File: src/rtl/mux_pkg.sv
// Shared definitions for the N-to-1 arbitrated output-register mux.
//   mux_mode_e : grant policy (MODE_FIXED = external select, MODE_RR = round-robin)
//   sel_width  : width of a channel index for a given channel count, never below 1
package mux_pkg;

    typedef enum logic [0:0] {
        MODE_FIXED = 1'b0,
        MODE_RR    = 1'b1
    } mux_mode_e;

    // A single channel still needs one bit of index so ports never collapse to zero width.
    function automatic int sel_width(input int n);
        int w;
        w = $clog2(n);
        if (w < 1) begin
            w = 1;
        end else begin
            w = w;
        end
        return w;
    endfunction

endpackage

File: src/rtl/arb_mux_n_to_1_rr_pick.sv
// Rotating priority search used by the round-robin grant.
// Ports:
//   req   [NCH] : request vector
//   ptr   [SW]  : channel that has highest priority this cycle (always < NCH)
//   idx   [SW]  : first requesting channel at or after ptr, wrapping modulo NCH
//   found       : at least one request is present
module rr_pick #(
    parameter int NCH = 4,
    parameter int SW  = 2
) (
    input  logic [NCH-1:0] req,
    input  logic [SW-1:0]  ptr,
    output logic [SW-1:0]  idx,
    output logic           found
);

    // Walk offsets 0..NCH-1 from ptr; the wrap subtracts NCH so indices >= NCH never appear.
    always_comb begin : pick_search
        int cand;
        cand  = 0;
        idx   = '0;
        found = 1'b0;
        for (int off = 0; off < NCH; off++) begin
            cand = int'(ptr) + off;
            if (cand >= NCH) begin
                cand = cand - NCH;
            end else begin
                cand = cand;
            end
            if (!found && req[cand]) begin
                found = 1'b1;
                idx   = SW'(cand);
            end else begin
                found = found;
            end
        end
    end

endmodule

File: src/rtl/arb_mux_n_to_1.sv
// N-to-1 arbitrated mux with a single registered output stage.
// A channel word is captured into the output register on the edge where it is
// granted; the register accepts a new word whenever it is empty or draining.
// Ports:
//   i_Clk, i_Reset : clock, asynchronous active-high reset
//   i_Valid/i_Data : per-channel request and data (channel k at [k*IW +: IW])
//   o_Ready        : one-hot (or zero) accept back to the granted channel
//   i_Select       : channel choice in MODE_FIXED, ignored in MODE_RR
//   o_Valid/o_Data/o_Channel : registered output word and its source channel
//   i_Ready        : downstream accept
module arb_mux_n_to_1
    import mux_pkg::*;
#(
    parameter int        IW   = 8,
    parameter int        NCH  = 4,
    parameter mux_mode_e MODE = MODE_RR,
    localparam int       SW   = sel_width(NCH)
) (
    input  logic              i_Clk,
    input  logic              i_Reset,
    input  logic [NCH-1:0]    i_Valid,
    input  logic [NCH*IW-1:0] i_Data,
    output logic [NCH-1:0]    o_Ready,
    input  logic [SW-1:0]     i_Select,
    output logic              o_Valid,
    output logic [IW-1:0]     o_Data,
    output logic [SW-1:0]     o_Channel,
    input  logic              i_Ready
);

    logic          valid_q, valid_d;
    logic [IW-1:0] data_q, data_d;
    logic [SW-1:0] chan_q, chan_d;
    logic [SW-1:0] ptr_q, ptr_d;

    logic          load_s;
    logic          rr_found_s;
    logic [SW-1:0] rr_idx_s;
    logic          fixed_found_s;
    logic [SW-1:0] g_s;
    logic          grant_s;
    logic [IW-1:0] sel_word_s;

    rr_pick #(
        .NCH (NCH),
        .SW  (SW)
    ) u_rr_pick (
        .req   (i_Valid),
        .ptr   (ptr_q),
        .idx   (rr_idx_s),
        .found (rr_found_s)
    );

    // Grant decision, accept vector and next-state of the output register.
    always_comb begin
        load_s        = !valid_q || i_Ready;
        fixed_found_s = 1'b0;
        // An i_Select value with no matching channel leaves fixed_found_s low.
        for (int k = 0; k < NCH; k++) begin
            if ((i_Select == SW'(k)) && i_Valid[k]) begin
                fixed_found_s = 1'b1;
            end else begin
                fixed_found_s = fixed_found_s;
            end
        end

        if (MODE == MODE_RR) begin
            g_s     = rr_idx_s;
            grant_s = rr_found_s && load_s && !i_Reset;
        end else begin
            g_s     = i_Select;
            grant_s = fixed_found_s && load_s && !i_Reset;
        end

        sel_word_s = '0;
        o_Ready    = '0;
        for (int k = 0; k < NCH; k++) begin
            if (g_s == SW'(k)) begin
                sel_word_s = i_Data[k*IW +: IW];
                o_Ready[k] = grant_s;
            end else begin
                o_Ready[k] = 1'b0;
            end
        end

        valid_d = valid_q;
        data_d  = data_q;
        chan_d  = chan_q;
        ptr_d   = ptr_q;
        if (grant_s) begin
            valid_d = 1'b1;
            data_d  = sel_word_s;
            chan_d  = g_s;
            // Pointer moves past the winner only on an actual transfer.
            if (MODE == MODE_RR) begin
                if (g_s == SW'(NCH-1)) begin
                    ptr_d = '0;
                end else begin
                    ptr_d = g_s + SW'(1);
                end
            end else begin
                ptr_d = ptr_q;
            end
        end else if (load_s) begin
            // Drained with nothing to refill: word is consumed, data/channel keep last value.
            valid_d = 1'b0;
        end else begin
            valid_d = valid_q;
        end
    end

    // Output register and round-robin pointer.
    always_ff @(posedge i_Clk or posedge i_Reset) begin
        if (i_Reset) begin
            valid_q <= 1'b0;
            data_q  <= '0;
            chan_q  <= '0;
            ptr_q   <= '0;
        end else begin
            valid_q <= valid_d;
            data_q  <= data_d;
            chan_q  <= chan_d;
            ptr_q   <= ptr_d;
        end
    end

    assign o_Valid   = valid_q;
    assign o_Data    = data_q;
    assign o_Channel = chan_q;

endmodule

File: config.mk
export PLATFORM = sky130hd
export DESIGN_NAME = arb_mux_n_to_1
export DESIGN_NICKNAME = d
export VERILOG_FILES = /design/src/rtl/mux_pkg.sv /design/src/rtl/arb_mux_n_to_1_rr_pick.sv /design/src/rtl/arb_mux_n_to_1.sv
export SDC_FILE = /design/constraint.sdc
export NUM_CORES = 1
export LEC_CHECK = 0
export CORE_ASPECT_RATIO = 0.8
export CORE_MARGIN = 5
export CORE_UTILIZATION = 35
export DETAILED_ROUTE_END_ITERATION = 10
export GPL_TIMING_DRIVEN = 0
export MAX_ROUTING_LAYER = met4
export PLACE_DENSITY_LB_ADDON = 0.05
export SETUP_SLACK_MARGIN = 0.4
export SLEW_MARGIN = 0
export SYNTH_ARGS = -nofsm -noshare
export SYNTH_HDL_FRONTEND = slang
export SYNTH_SLANG_ARGS = --single-unit
File: constraint.sdc
create_clock -name i_Clk -period 4.8 [get_ports i_Clk]
set_input_delay 0.48 -clock i_Clk [delete_from_list [all_inputs] [get_ports i_Clk]]
set_output_delay 0.48 -clock i_Clk [all_outputs]
set_load 0.05 [all_outputs]
==> metrics.md <==
| Metric | Value |
|---|---|
| RSZ-0062 raised after global routing | `no` |
| Initial antenna violation count | `0` |
| Worst-Margin Slew | `510 ps` |
| CTS buffer count | `3` |
| Critical path depth in cells | `10` |
| Post-synthesis instance total | `101` |
| Main synth FF type | `dfrtp_1` |
| Synth warn | `0` |
| Number of global-route vias before repair | `985` |
| Post-CTS Setup Inserts | `0` |
| R2r setup slk | `2400 ps` |
| Crit. End Element | `output port` |
| Avg Cell Area, Syn | `8.97 µm²` |
| CTS tree | `built` |
| Pin count of the biggest net entering global routing | `14` |
| # fillers | `241` |
| Max VDD drop | `0.310 mV` |
| Post-DP HPWL | `2280 µm` |
| Type of origin of the critical path | `input port` |
| Hold Vio Cnt, Final | `0` |
| Critical path type | `in2out` |
| DR vias | `945` |
| Max-cap violations | `0` |
| Synth top area share | `35.9%` |
| Final Skew | `1.84 ps` |
| Crit path largest cell delay | `800 ps` |
| Die span in y | `55.5 µm` |
| Status | `completed` |
| Post-DRT Antenna Nets | `0` |
| N_diodes | `0` |
| Placer Congestion | `0.724` |
| Synth cell types | `28` |
| Max Fclk | `255 MHz` |
| Core footprint | `2460 µm²` |
| Worst Path Arrival | `3450 ps` |
| Fin Hold WS | `522 ps` |
| P per Cell Area | `556 nW/µm²` |
| Ports | `56` |
| Largest buffer count on any clock path | `2` |
| Wirelength per Cell | `14.3 µm` |
| Reg2reg end | `o_Data[2]$_DFFE_PP0P_` |
| Skew-Pair Late Insertion Delay | `260 ps` |
| Post-synth EDFFs | `0` |
| Avg Vias per Cell | `4.87` |
| R2r startpoint | `ptr_q[0]$_DFFE_PP0P_` |
| Reg clk slew, reported paths | `70 ps` |
| Area delta synth->final | `66.4%` |
| Worst Hold Depth | `1` |
| Post-CTS Resized | `0` |
| Initial Utilization | `36.8%` |
| Hold-fix buffers, CTS | `0` |
| Hold Path End | `o_Channel[1]$_DFFE_PP0P_` |
| Detailed Routing Iterations Pass 1 | `4` |
| CP delay by family, top | `buffers and inverters` |
| First-pass GRT wire length | `4680 µm` |
| Most frequent cells after synthesis | `13 x dfrtp_1, 12 x inv_1, 9 x nor2_1` |
| Async SR Flop Fraction | `100%` |
| Min-delay worst type | `reg2reg` |
| # port buffers | `53` |
| Yosys reg bits | `13` |
| Lkg Pwr | `0.634 nW` |
| Most frequent cell after synthesis | `dfrtp_1` |
| Final Max Tran Viols | `0` |
| Worst-path maximum fanout | `10` |
| Die Footprint | `3710 µm²` |
| Chip width | `66.9 µm` |
| Crit-path slowest cell | `clkdlybuf4s50_1` |
| Setup TNS | `0 ps` |
| Final net count | `204` |
| CP Buf/Inv Count | `5` |
| Initial DRC count | `40` |
| Area leader, netlist | `dfrtp_1` |
| Reg2reg path depth | `9` |
| Final Critical Period | `3930 ps` |
| DRC | `0` |
| Layout cell share with drive strength beyond 1 | `8.86%` |
| Synth top area cells | `dfrtp_1 36%, a211o_1 6.8%, a221oi_1 6.8%` |
| Worst EP required | `4320 ps` |
| # setup viols final | `0` |
| Min-delay src | `o_Channel[1]$_DFFE_PP0P_` |
| Sequential area share after synthesis | `35.9%` |
| Rel. slew slack | `65.9%` |
| CP cell instances | `clkdlybuf4s50_1 > nor2b_1 > nor3b_1 > o22ai_1 > inv_1 > ha_1 > clkbuf_1 > clkbuf_1 > and2_1 > clkdlybuf4s50_1` |
| Gr ovfl total | `0` |
| H-tree levels | `1` |
| Mapped cell area | `906 µm²` |
| Total Routing Usage GR | `16.2%` |
| Pwr Total | `839 µW` |
| Tcrit/Tclk final | `81.8%` |
| Clock root cell | `clkbuf_4` |
| Synth Net Count | `146` |
| Rows | `16` |
| Num Clock Sinks | `13` |
| Routed wire length | `2780 µm` |
==> cells by family after synthesis <==
family	synth area share, %
fa+ha+maj	5.53
simple gates	19.3
flops	35.9
mux	4.83
buf+inv	9.81
compound gates	24.6
==> placed cells by master, fill, tap and decap left out, drive strengths merged <==
cell type / count
dfrtp: 13
nor3b: 2
and2b: 1
a211o: 7
clkdlybuf4s50: 53
o32a: 1
ha: 4
o21ai: 1
mux2i: 1
a31oi: 7
clkbuf: 7
buf: 4
a21oi: 4
inv: 12
nand2b: 1
nor4: 1
mux2: 3
o21bai: 1
nand2: 8
nor2: 9
nor3: 1
a221oi: 7
and2: 4
nor2b: 4
a22oi: 1
o22ai: 1
==> stage by stage <==
stage	area (µm²)	utilization (%)	worst slack [ps]	std cells
final	1510	61.2	874	194
after global routing	1510	61.2	596	194
after CTS	1510	61.2	835	194
after detailed placement	1480	60.2	848	190
after global placement	1480	60.2	879	190
after floorplan	906	-	2170	101
==> worst register-to-register path, cell delays in order (launching register included) <==
cell,delay [ps]
dfrtp_1,400
nor2b_1,170
nor3b_1,80
o22ai_1,380
inv_1,130
ha_1,220
and2b_1,330
a221oi_1,150
a211o_1,300
a31oi_1,170
==> metal layers <==
metal / wire length [µm] / global-route usage, % / vias up
li1: - / - / 475
met1: 1380 / 23.3 / 436
met2: 1150 / 23.0 / 32
met3: 230 / 3.45 / 2
met4: 14 / 4.34 / 0
met5: 0 / - / -
==> how the worst max path moves through the flow <==
stage / start / to / slack (ps)
floorplan: i_Valid[2] / o_Ready[3] / 2170
global placement: i_Valid[1] / o_Ready[3] / 880
detailed placement: i_Valid[2] / o_Ready[3] / 850
CTS: i_Valid[2] / o_Ready[3] / 840
global route: i_Valid[3] / o_Ready[3] / 600
finish: i_Valid[0] / o_Ready[3] / 870
==> area by class of cell <==
cell class | count | area [µm²] | area share (%)
inverters | 12 | 45.0 | 2.99
clock buffers | 4 | 26.3 | 1.74
multi-input cells | 69 | 492 | 32.6
plain buffers | 7 | 43.8 | 2.90
flip-flops and latches | 13 | 325 | 21.6
well taps | 36 | 45.0 | 2.99
repair buffers | 53 | 531 | 35.2
==> where the power goes <==
part | internal, mW | leakage, nW | total, mW | switching (mW)
registers | 0.161 | 0.149 | 0.193 | 0.0320
logic | 0.229 | 0.470 | 0.583 | 0.354
clock network | 0.0321 | 0.0150 | 0.0630 | 0.0309
total | 0.422 | 0.634 | 0.839 | 0.417
==> flip-flops by register name (all words and copies together), names as in the netlist <==
signal and flops:
o_Valid 1, o_Channel 2, o_Data 8, ptr_q 2
Note: power is estimated with default switching activity, not from simulation.
==> edit: new RTL, config.mk and constraints unchanged <==
Reset style: synchronous (`i_Reset`), changed in one clocked block. Comments in the files are not updated.
--- a/src/rtl/arb_mux_n_to_1.sv
+++ b/src/rtl/arb_mux_n_to_1.sv
@@ -112,3 +112,3 @@
     // Output register and round-robin pointer.
-    always_ff @(posedge i_Clk or posedge i_Reset) begin
+    always_ff @(posedge i_Clk) begin
         if (i_Reset) begin
Formal check against the unedited RTL: differs if i_Reset is asserted again (counterexample within 4 cycles, from zero or initial values and one cycle with i_Reset high); with i_Reset held inactive, the same outputs for 10 cycles.
==> edit against the original RTL <==
Clock power up 9.0%; routed wire length up 3.3%; final cell count up 4.1%; worst hold slack worse by 61 ps; sequential power down 27%; sequential cell count unchanged; worst setup slack worse by 59 ps; power down 40%; synthesized area down 1.1%; via count up 7.2%; final area down 0.66%; largest power group unchanged; critical path depth down 1; sequential share of layout area down 4.2 points.
==> edit: results (changes against the original RTL) <==
status: finished clean
GR Util met2: 0.213 (-0.0169)
design area: 0.00150 sq mm (-0.66%)
async set-reset flop share out of synthesis: 0 (-1.00)
syn nets: 154 (+5.5%)
Finished Layout Cells: 202 (+4.1%)
Hold Slack: 461 ps (-61.2 ps)
Sw Pwr: 0.000220 W (-47%)
reg-to-reg slack, setup: 2200 ps (-200 ps)
M3 GR Usage: 0.0527 (+0.0183)
DP Worst Slack: 818 ps (-30.1 ps)
first-pass GRT wire length: 4520 microns (-3.4%)
Peak VDD IR: 0.162 mV (-48%)
hold path cells: 2 (+1)
via/cell ratio: 5.01 (+3.0%)
period utilization: 0.830 (+0.0122)
met3 wire len: 254 microns (+10%)
Final nets: 212 (+3.9%)
metal2 WL: 1150 microns (-0.69%)
Routed WL: 2870 microns (+3.3%)
Leak Pwr: 0.594 nW (-6.3%)
GR Util met1: 0.221 (-0.0117)
R2R depth: 11 (+2)
DRT met1 WL: 1430 microns (+3.5%)
Comb power: 0.000293 W (-50%)
Area contributors post-synth: dfxtp_1 (29%), a21oi_2 (9.8%), a21oi_1 (9.5%)
worst setup path endpoint: o_Ready[2]
latest clock arrival within the worst-skew pair: 280 ps (+20 ps)
GP Congestion: 0.793 (+9.5%)
fill cell count: 226 (-6.2%)
hold path start: o_Channel[0]$_SDFFE_PP0P_
most frequent cells after synthesis: a21oi_1 (17), dfxtp_1 (13), inv_1 (12), a21oi_2 (10), a221oi_1 (8)
-- edit: changes by cell type in the layout (fill, tap and decap cells not counted), moves of 6 or more --
cell / change
a21oi_1: +13
a21oi_2: +10
a31oi_1: -7
dfrtp_1: -13
dfxtp_1: +13
nand2_1: -6
nor2_1: -6
-- edit: cell families (layout without fill, tap and decap cells) --
family,after synthesis,after routing,share of synthesized area
AO/OA/AOI/OAI,51,51,0.406
flip-flops,13,13,0.291
buffers and inverters,21,78,0.101
AND/OR/NAND/NOR,19,19,0.135
multiplexers,1,1,0.0112
adder cells (fa/ha/maj),4,4,0.0559
-- edit: critical path: cells and delay by family --
family	cells	cell delay (ps)
multiplexers	1	130
buffers and inverters	4	2020
AO/OA/AOI/OAI	1	350
adder cells (fa/ha/maj)	1	150
AND/OR/NAND/NOR	2	390
-- edit: layout make-up --
cell class,instances,share of cell area
repair buffers,53,0.354
multi-input cells,75,0.364
inverters,13,0.0326
flip-flops and latches,13,0.174
clock buffers,4,0.0175
well taps,36,0.0301
plain buffers,8,0.0276
